File: config.mk
export PLATFORM = sky130hd
export DESIGN_NAME = id_stage
export DESIGN_NICKNAME = d
export VERILOG_FILES = /design/src/rtl/id_stage.sv
export SDC_FILE = /design/constraint.sdc
export NUM_CORES = 1
export LEC_CHECK = 0
export CAP_MARGIN = 20
export CORE_MARGIN = 2
export CORE_UTILIZATION = 40
export CTS_BUF_LIST = sky130_fd_sc_hd__clkbuf_8
export DETAILED_ROUTE_END_ITERATION = 10
export HOLD_SLACK_MARGIN = 0.1
export PLACE_DENSITY = 0.82
export SLEW_MARGIN = 40
export SYNTH_ARGS = -nofsm -noshare
export SYNTH_HDL_FRONTEND = slang
export SYNTH_SLANG_ARGS = --single-unit
export TNS_END_PERCENT = 100
File: constraint.sdc
create_clock -name clk -period 1.9 [get_ports clk]
set_input_delay 0.19 -clock clk [delete_from_list [all_inputs] [get_ports clk]]
set_output_delay 0.19 -clock clk [all_outputs]
set_load 0.01 [all_outputs]
File: src/rtl/id_stage.sv
// RV32I instruction-decode stage: decodes if_inst, drives the regfile
// read ports and registers operands/controls into the ID/EX register.
//
// Ports:
//   clk, rst                     clock, synchronous active-high reset
//   if_valid, if_pc, if_inst     fetch handshake and instruction
//   id_ready                     stage can accept an instruction
//   flush                        kill ID/EX contents
//   rd1_addr, rd1_en, op1        regfile read port 1
//   rd2_addr, rd2_en, op2        regfile read port 2
//   ex_ready                     execute accepts ID/EX contents
//   ex_*                         registered ID/EX bundle

package id_pkg;

  localparam logic [6:0] OPC_OP     = 7'b0110011;
  localparam logic [6:0] OPC_OP_IMM = 7'b0010011;
  localparam logic [6:0] OPC_LOAD   = 7'b0000011;
  localparam logic [6:0] OPC_STORE  = 7'b0100011;
  localparam logic [6:0] OPC_BRANCH = 7'b1100011;
  localparam logic [6:0] OPC_JAL    = 7'b1101111;
  localparam logic [6:0] OPC_JALR   = 7'b1100111;
  localparam logic [6:0] OPC_LUI    = 7'b0110111;
  localparam logic [6:0] OPC_AUIPC  = 7'b0010111;

  typedef struct packed {
    logic        valid;
    logic [31:0] pc;
    logic [31:0] rs1_data;
    logic [31:0] rs2_data;
    logic [31:0] imm;
    logic [4:0]  rd_addr;
    logic        wr_en;
    logic [3:0]  alu_op;
    logic        alu_src_imm;
    logic [6:0]  opcode;
    logic        illegal;
  } id_ex_t;

endpackage

module id_stage
  import id_pkg::*;
#(
  parameter int XLEN = 32
) (
  input  logic            clk,
  input  logic            rst,
  input  logic            if_valid,
  input  logic [XLEN-1:0] if_pc,
  input  logic [31:0]     if_inst,
  output logic            id_ready,
  input  logic            flush,
  output logic [4:0]      rd1_addr,
  output logic            rd1_en,
  input  logic [XLEN-1:0] op1,
  output logic [4:0]      rd2_addr,
  output logic            rd2_en,
  input  logic [XLEN-1:0] op2,
  input  logic            ex_ready,
  output logic            ex_valid,
  output logic [XLEN-1:0] ex_pc,
  output logic [XLEN-1:0] ex_rs1_data,
  output logic [XLEN-1:0] ex_rs2_data,
  output logic [XLEN-1:0] ex_imm,
  output logic [4:0]      ex_rd_addr,
  output logic            ex_wr_en,
  output logic [3:0]      ex_alu_op,
  output logic            ex_alu_src_imm,
  output logic [6:0]      ex_opcode,
  output logic            ex_illegal
);

  logic [6:0] opc;
  logic [2:0] funct3;
  logic [4:0] rd;

  assign opc    = if_inst[6:0];
  assign funct3 = if_inst[14:12];
  assign rd     = if_inst[11:7];

  logic is_op, is_opimm, is_load, is_store;
  logic is_branch, is_jal, is_jalr;
  logic is_lui, is_auipc, legal;

  assign is_op     = (opc == OPC_OP);
  assign is_opimm  = (opc == OPC_OP_IMM);
  assign is_load   = (opc == OPC_LOAD);
  assign is_store  = (opc == OPC_STORE);
  assign is_branch = (opc == OPC_BRANCH);
  assign is_jal    = (opc == OPC_JAL);
  assign is_jalr   = (opc == OPC_JALR);
  assign is_lui    = (opc == OPC_LUI);
  assign is_auipc  = (opc == OPC_AUIPC);

  assign legal = is_op | is_opimm | is_load
               | is_store | is_branch | is_jal
               | is_jalr | is_lui | is_auipc;

  logic [31:0] imm;

  always_comb begin
    imm = '0;
    unique case (1'b1)
      is_opimm, is_load, is_jalr:
        imm = {{20{if_inst[31]}},
               if_inst[31:20]};
      is_store:
        imm = {{20{if_inst[31]}},
               if_inst[31:25],
               if_inst[11:7]};
      is_branch:
        imm = {{19{if_inst[31]}},
               if_inst[31], if_inst[7],
               if_inst[30:25],
               if_inst[11:8], 1'b0};
      is_lui, is_auipc:
        imm = {if_inst[31:12], 12'b0};
      is_jal:
        imm = {{11{if_inst[31]}},
               if_inst[31],
               if_inst[19:12],
               if_inst[20],
               if_inst[30:21], 1'b0};
      default: imm = '0;
    endcase
  end

  logic [3:0] alu_op;

  always_comb begin
    alu_op = 4'b0000;
    unique case (1'b1)
      is_op:
        alu_op = {if_inst[30], funct3};
      is_opimm:
        // only the shift-right group uses bit 30 as a selector
        alu_op = {(funct3 == 3'b101) & if_inst[30],
                  funct3};
      default: alu_op = 4'b0000;
    endcase
  end

  logic wr_en;

  assign wr_en = (is_op | is_opimm | is_load
                | is_lui | is_auipc
                | is_jal | is_jalr)
               & (rd != 5'd0);

  assign rd1_addr = if_inst[19:15];
  assign rd2_addr = if_inst[24:20];

  assign rd1_en = if_valid
                & (is_op | is_opimm | is_load
                 | is_store | is_branch | is_jalr);

  assign rd2_en = if_valid
                & (is_op | is_store | is_branch);

  id_ex_t d;
  id_ex_t q;

  always_comb begin
    d             = '0;
    d.valid       = 1'b1;
    d.pc          = if_pc;
    d.rs1_data    = op1;
    d.rs2_data    = op2;
    d.imm         = imm;
    d.rd_addr     = rd;
    d.wr_en       = wr_en;
    d.alu_op      = alu_op;
    d.alu_src_imm = ~(is_op | is_branch);
    d.opcode      = opc;
    d.illegal     = ~legal;
  end

  assign id_ready = ~q.valid | ex_ready;

  always_ff @(posedge clk) begin
    if (rst) begin
      q <= '0;
    end else if (flush) begin
      // payload is left as-is; only validity is killed
      q.valid <= 1'b0;
    end else if (id_ready) begin
      if (if_valid) begin
        q <= d;
      end else begin
        q.valid <= 1'b0;
      end
    end
  end

  assign ex_valid       = q.valid;
  assign ex_pc          = q.pc;
  assign ex_rs1_data    = q.rs1_data;
  assign ex_rs2_data    = q.rs2_data;
  assign ex_imm         = q.imm;
  assign ex_rd_addr     = q.rd_addr;
  assign ex_wr_en       = q.wr_en;
  assign ex_alu_op      = q.alu_op;
  assign ex_alu_src_imm = q.alu_src_imm;
  assign ex_opcode      = q.opcode;
  assign ex_illegal     = q.illegal;

endmodule

**After elaboration in Yosys (flattened, before gate mapping)**

Cells that the tools add are included.

- Flip-flop bits (word level): 148
- Input port bits: 133
- Output and inout bits: 161

- Equal/unequal tests: 10
- Mux-type cells: 3
- Bitwise logic cells: 25
- Reductions and logical operators: 5

Operator list:

| cell | count |
|---|---|
| case mux 32 bit (5 select lines) | 1 |
| equality test 7 x 6 -> 1 bit, second input constant | 3 |
| equality test 7 bit, second input constant | 3 |
| OR 1 bit | 17 |
| equality test 7 x 5 -> 1 bit, second input constant | 2 |
| case mux 4 bit (2 select lines) | 1 |
| equality test 7 x 2 -> 1 bit, second input constant | 1 |
| nonzero test 5 bit | 1 |
| AND 1 bit | 4 |
| inverter 1 bit | 4 |
| OR reduction 2 bit | 2 |
| equality test 3 bit, second input constant | 1 |
| AND reduction 3 bit | 1 |
| OR reduction 3 bit | 1 |
| two-way mux 1 bit | 1 |

**Logic depth before layout (Yosys ltp)**

- Depth after elaboration: 10
- Gate-level depth with buffers: 7

**Least setup slack after synthesis**

Ideal clock, no wire load.

- Path type: register to register
- Start point: reg q, in the netlist ex_valid
- End point: reg q, in the netlist ex_opcode[0]
- Library setup time: 0.070 ns
- Data arrival time: 1.460 ns
- Required time: 1.830 ns
- Setup slack: 0.370 ns
- Stages on the path, launching flop included: 8
- Period minus slack after synthesis: 1.530 ns
- Cell sequence: dfxtp_1 > nor2b_1 > inv_1 > nand3b_2 > clkbuf_1 > buf_2 > nand2_1 > a21oi_1

- Word-level cells in the longest chain between the ends: 3

Ends and longest elaborated chain:

| element | RTL line | text |
|---|---|---|
| from (decl) | 162 | `id_ex_t q;` |
| inverter 1 bit | 179 | `assign id_ready = ~q.valid \| ex_ready;` |
| OR 1 bit | 179 |  |
| named net id_ready | 52 | `output logic id_ready,` |
| AND reduction 3 bit (no line) | -- |  |

The timed path passes the listed nets, and every way through them passes these cells.
A chain may end at the register's enable or synchronous reset.

**Final worst setup path**

- Start point: reg q, in the netlist ex_valid
- End point: out id_ready

- Word-level cells in the longest chain between the ends: 2

Ends and longest elaborated chain:

| element | RTL line |
|---|---|
| inverter 1 bit | 179 |
| OR 1 bit | 179 |
| to (decl) | 52 |

Every way passes these cells.

==> impl_summary.txt <==
----------------------------------------------------
[Run status]
  Outcome ... finished, final reports clean

[Place]
  Detailed placer's ending HPWL ... around 13000 um
  IO Port Bufs ... between 200 and 300
  Global placement routability congestion ... around 0.87
  Placed cells ... around 1100

[Clock network]
  Clock latency of the later-clocked register in the worst-skew pair ... roughly 460 ps
  # H-tree levels ... 4
  Buffers from clock root to sink, at most ... 2
  Root Buffer ... clkbuf_8
  Clock transition at the registers of the reported paths ... around 80 ps
  Number of sinks driven by the clock tree ... between 100 and 150
  CTS tree ... done
  Buffer count from post-CTS setup fixing ... 0
  Clock buffer count from CTS ... 17

[Timing]
  Max transition margin ... between 60 and 70%
  Final cycle utilization of the critical path ... 94.6%
  Final setup vio count ... 0
  Count of final hold-check violations ... 0
  Final Max Tran Viols ... 0
  Unrepaired setup endpoints after global routing ... no
  Shortest period the worst path allows ... ~1800 ps
  Skew final ... 9.69 ps
  Worst-Margin Slew ... slightly below 500 ps
  Max frequency ... between 500 and 600 MHz

[Logic synthesis]
  Share of synthesized registers carrying an async set or reset ... 0%
  Compound-Gate Fraction of Synth Area ... 17.8%
  Largest family of logic cells by synthesized area ... simple AND/OR/NAND/NOR gates
  Syn nets ... 824
  Mux cell area share after synthesis ... 0.205%
  Post-synthesis instance area ... around 0.0055 mm^2
  Portion of the post-synthesis area used by sequential elements ... between 50 and 60%
  Post-synthesis share of cell area spent on xor and xnor gates ... 0%
  Number of synthesized flops with an enable pin ... 0
  Post-synthesis register bit count ... about 150
  Mean instance size in the synthesized netlist ... 7.96 um^2
  Post-synthesis share of cell area spent on and, or, nand and nor gates ... 22.2%
  Yosys synthesis warning count ... 0
  Synth Instances ... 691
  Post-synth cell types ... slightly above 40
  Adder-cell area share of the yosys netlist ... 0%
  Most frequently used flop master after synthesis ... dfxtp_1

[Global route]
  Total congestion overflow after global routing ... 0
  Initial antenna violation count ... 0
  Aggregate global-route resource usage ... 24.8%
  Maximum number of pins on one net before global-route repair ... 49
  Number of global-route vias before repair ... ~5500
  Global-route wire length before repair ... approximately 28000 um

[Worst setup path]
  Launching element type of the critical path ... register
  CP required ... ~1700 ps
  Endpoint arrival time on the critical path ... about 1600 ps
  Category of the most critical setup path ... reg -> out
  Top fanout value on the critical path ... 2
  Setup crit end kind ... primary output

[Drt]
  Detailed Routing Iterations Pass 1 ... 5
  Routed via count divided by cell count ... 4.98
  Average routed wire per standard cell ... between 15 and 20 um
  Iteration-0 DRC Markers ... ~380
  Post-detailed-routing wire length ... between 15000 and 20000 um
  Via Count ... 5861
  Post-route DRC violation count ... 0
  Count of nets left with antenna violations after detail routing ... 0

[Power]
  Design Power ... about 6.9 mW
  Leakage dissipation ... ~3.3 nW
  Cell area power density ... about 750 mW/mm^2
  Maximum vdd ir drop ... about 0.55 mV

[Die]
  Die Ht ... ~120 um
  Number of rows created at floorplan ... 42
  Width of the die ... 121 um
  Effective utilization at floorplan ... around two fifths
  Die area ... ~0.015 mm^2
  Placeable core area ... between 0.01 and 0.015 mm^2
  Boundary pin count ... about 290

[Final layout]
  Cell Count, Final, Fillers Out ... 1177
  Number of filler cells placed in the layout ... approximately 1100
  Storage cell area ... between 0.002 and 0.003 mm^2
  Area growth from synthesis to layout ... 67.6%
  NumNets Final ... roughly 1100
  Area of combinational cells with multiple inputs ... ~0.0022 mm^2
  Share of post-route cells with drive strength above 1 ... roughly 9%
  Count of inserted antenna diode cells ... 0

[Flow run]
  Number of maximum-capacitance violations ... 0

[Min path]
  Class of the tightest hold or removal check ... in -> reg

----------------------------------------------------
-- layer usage --
layer	global-route usage [%]	vias to the layer above	wire (um)
li1	-	2874	-
met1	28.3	2694	7210
met2	41.2	262	8890
met3	10.6	31	1870
met4	9.63	0	430
met5	0	-	0
-- critical path: stages, from the launching register on --
cell	delay, ps
dfxtp_1	310
nor2b_2	160
inv_1	130
clkdlybuf4s50_1	560
-- logic make-up (layout without fill, tap and decap cells) --
logic type      Yosys count  after routing
simple gates            300            300
compound gates          181            181
mux                       1              1
buf+inv                  61            371
flops                   148            148
-- registers in the layout, summed over array words and instances, names as in the netlist --
signal / flops
ex_alu_op: 4
ex_alu_src_imm: 1
ex_illegal: 1
ex_imm: 32
ex_opcode: 7
ex_pc: 32
ex_rd_addr: 5
ex_rs1_data: 32
ex_rs2_data: 32
ex_valid: 1
ex_wr_en: 1
-- final cells by class --
class                      count  area share [%]
sequential                   148            32.1
inverter                       1          0.0407
tap                          176            2.39
clock buffer                  25            3.73
clock inverter                 7            1.00
timing repair buffer         338            36.5
multi-input combinational    482            24.2
-- power by group --
part           total (mW)  switching (mW)  internal (mW)  leakage, nW
Sequential           3.27          0.0536           3.21         1.21
Combinational        1.03           0.437          0.591         1.91
Clock                2.61            1.17           1.45        0.222
-- synth_stat cells (2+ instances only) --
library cell	n	share of area, %
dfxtp_1	148	54
a21oi_1	136	12
nand2_1	258	18
nor3_1	2	0.18
clkbuf_1	30	2.0
nor3b_1	3	0.41
or4_1	2	0.27
clkbuf_8	2	0.50
nor2_1	13	0.89
buf_6	3	0.61
buf_4	10	1.4
a221oi_1	2	0.32
buf_2	14	1.3
a22oi_1	8	1.1
o21ai_1	20	1.8
nand3_1	9	0.82
a21boi_1	2	0.27
nor2b_1	2	0.23
a31oi_1	5	0.57
-- per-stage QoR --
stage | hold WS, ps | TNS, ps | area, um^2 | setup slack (ps) | utilization [%]
global route | 260 | 0 | 9220 | 37.8 | 69.1
global placement | 433 | -2860 | 8770 | -239 | 65.7
finish | 277 | 0 | 9220 | 103 | 69.1
detailed placement | 440 | -3840 | 8770 | -223 | 65.7
floorplan | 269 | 0 | 5500 | 370 | -
CTS | 243 | 0 | 9220 | 17.1 | 69.1
-- layout by cell type, fill, tap and decap left out, types with 2 or more instances in the layout --
| cell type | Yosys | final |
|---|---|---|
| a31oi_1 | 5 | 5 |
| clkbuf_2 | 0 | 2 |
| nand3_1 | 9 | 9 |
| a21boi_1 | 2 | 3 |
| bufinv_16 | 0 | 2 |
| clkdlybuf4s50_1 | 0 | 289 |
| nor2_1 | 13 | 13 |
| or4_1 | 2 | 2 |
| dfxtp_1 | 148 | 148 |
| nor2b_2 | 1 | 2 |
| a21oi_1 | 136 | 136 |
| a221oi_1 | 2 | 2 |
| nand2_1 | 258 | 258 |
| buf_12 | 0 | 8 |
| nor3b_1 | 3 | 2 |
| nor3_1 | 2 | 2 |
| buf_4 | 10 | 36 |
| inv_1 | 1 | 2 |
| a22oi_1 | 8 | 8 |
| clkbuf_8 | 2 | 25 |
| clkinvlp_4 | 0 | 2 |
| o21ai_1 | 20 | 20 |
-- timing repair --
action | in CTS | in global routing
pin swaps | 0 | 0
endpoints found under the hold margin | 14 | 0
hold buffers | 1 | 0
endpoints found under the setup margin | 2 | 3
resized for setup | 4 | 7
-- worst paths after layout --
| path | startpoint | endpoint | slack, ps | cells past startpoint |
|---|---|---|---|---|
| hold reg to reg | ex_imm[18]$_SDFFE_PP0P_ | ex_imm[18]$_SDFFE_PP0P_ | 450 | 2 |
| setup reg to reg | ex_valid$_SDFFE_PP0P_ | ex_imm[3]$_SDFFE_PP0P_ | 230 | 7 |
| hold / removal | if_pc[26] | ex_pc[26]$_SDFFE_PP0P_ | 280 | 3 |
| setup / recovery | ex_valid$_SDFFE_PP0P_ | id_ready | 100 | 3 |
(Power assumes the default switching activity.)
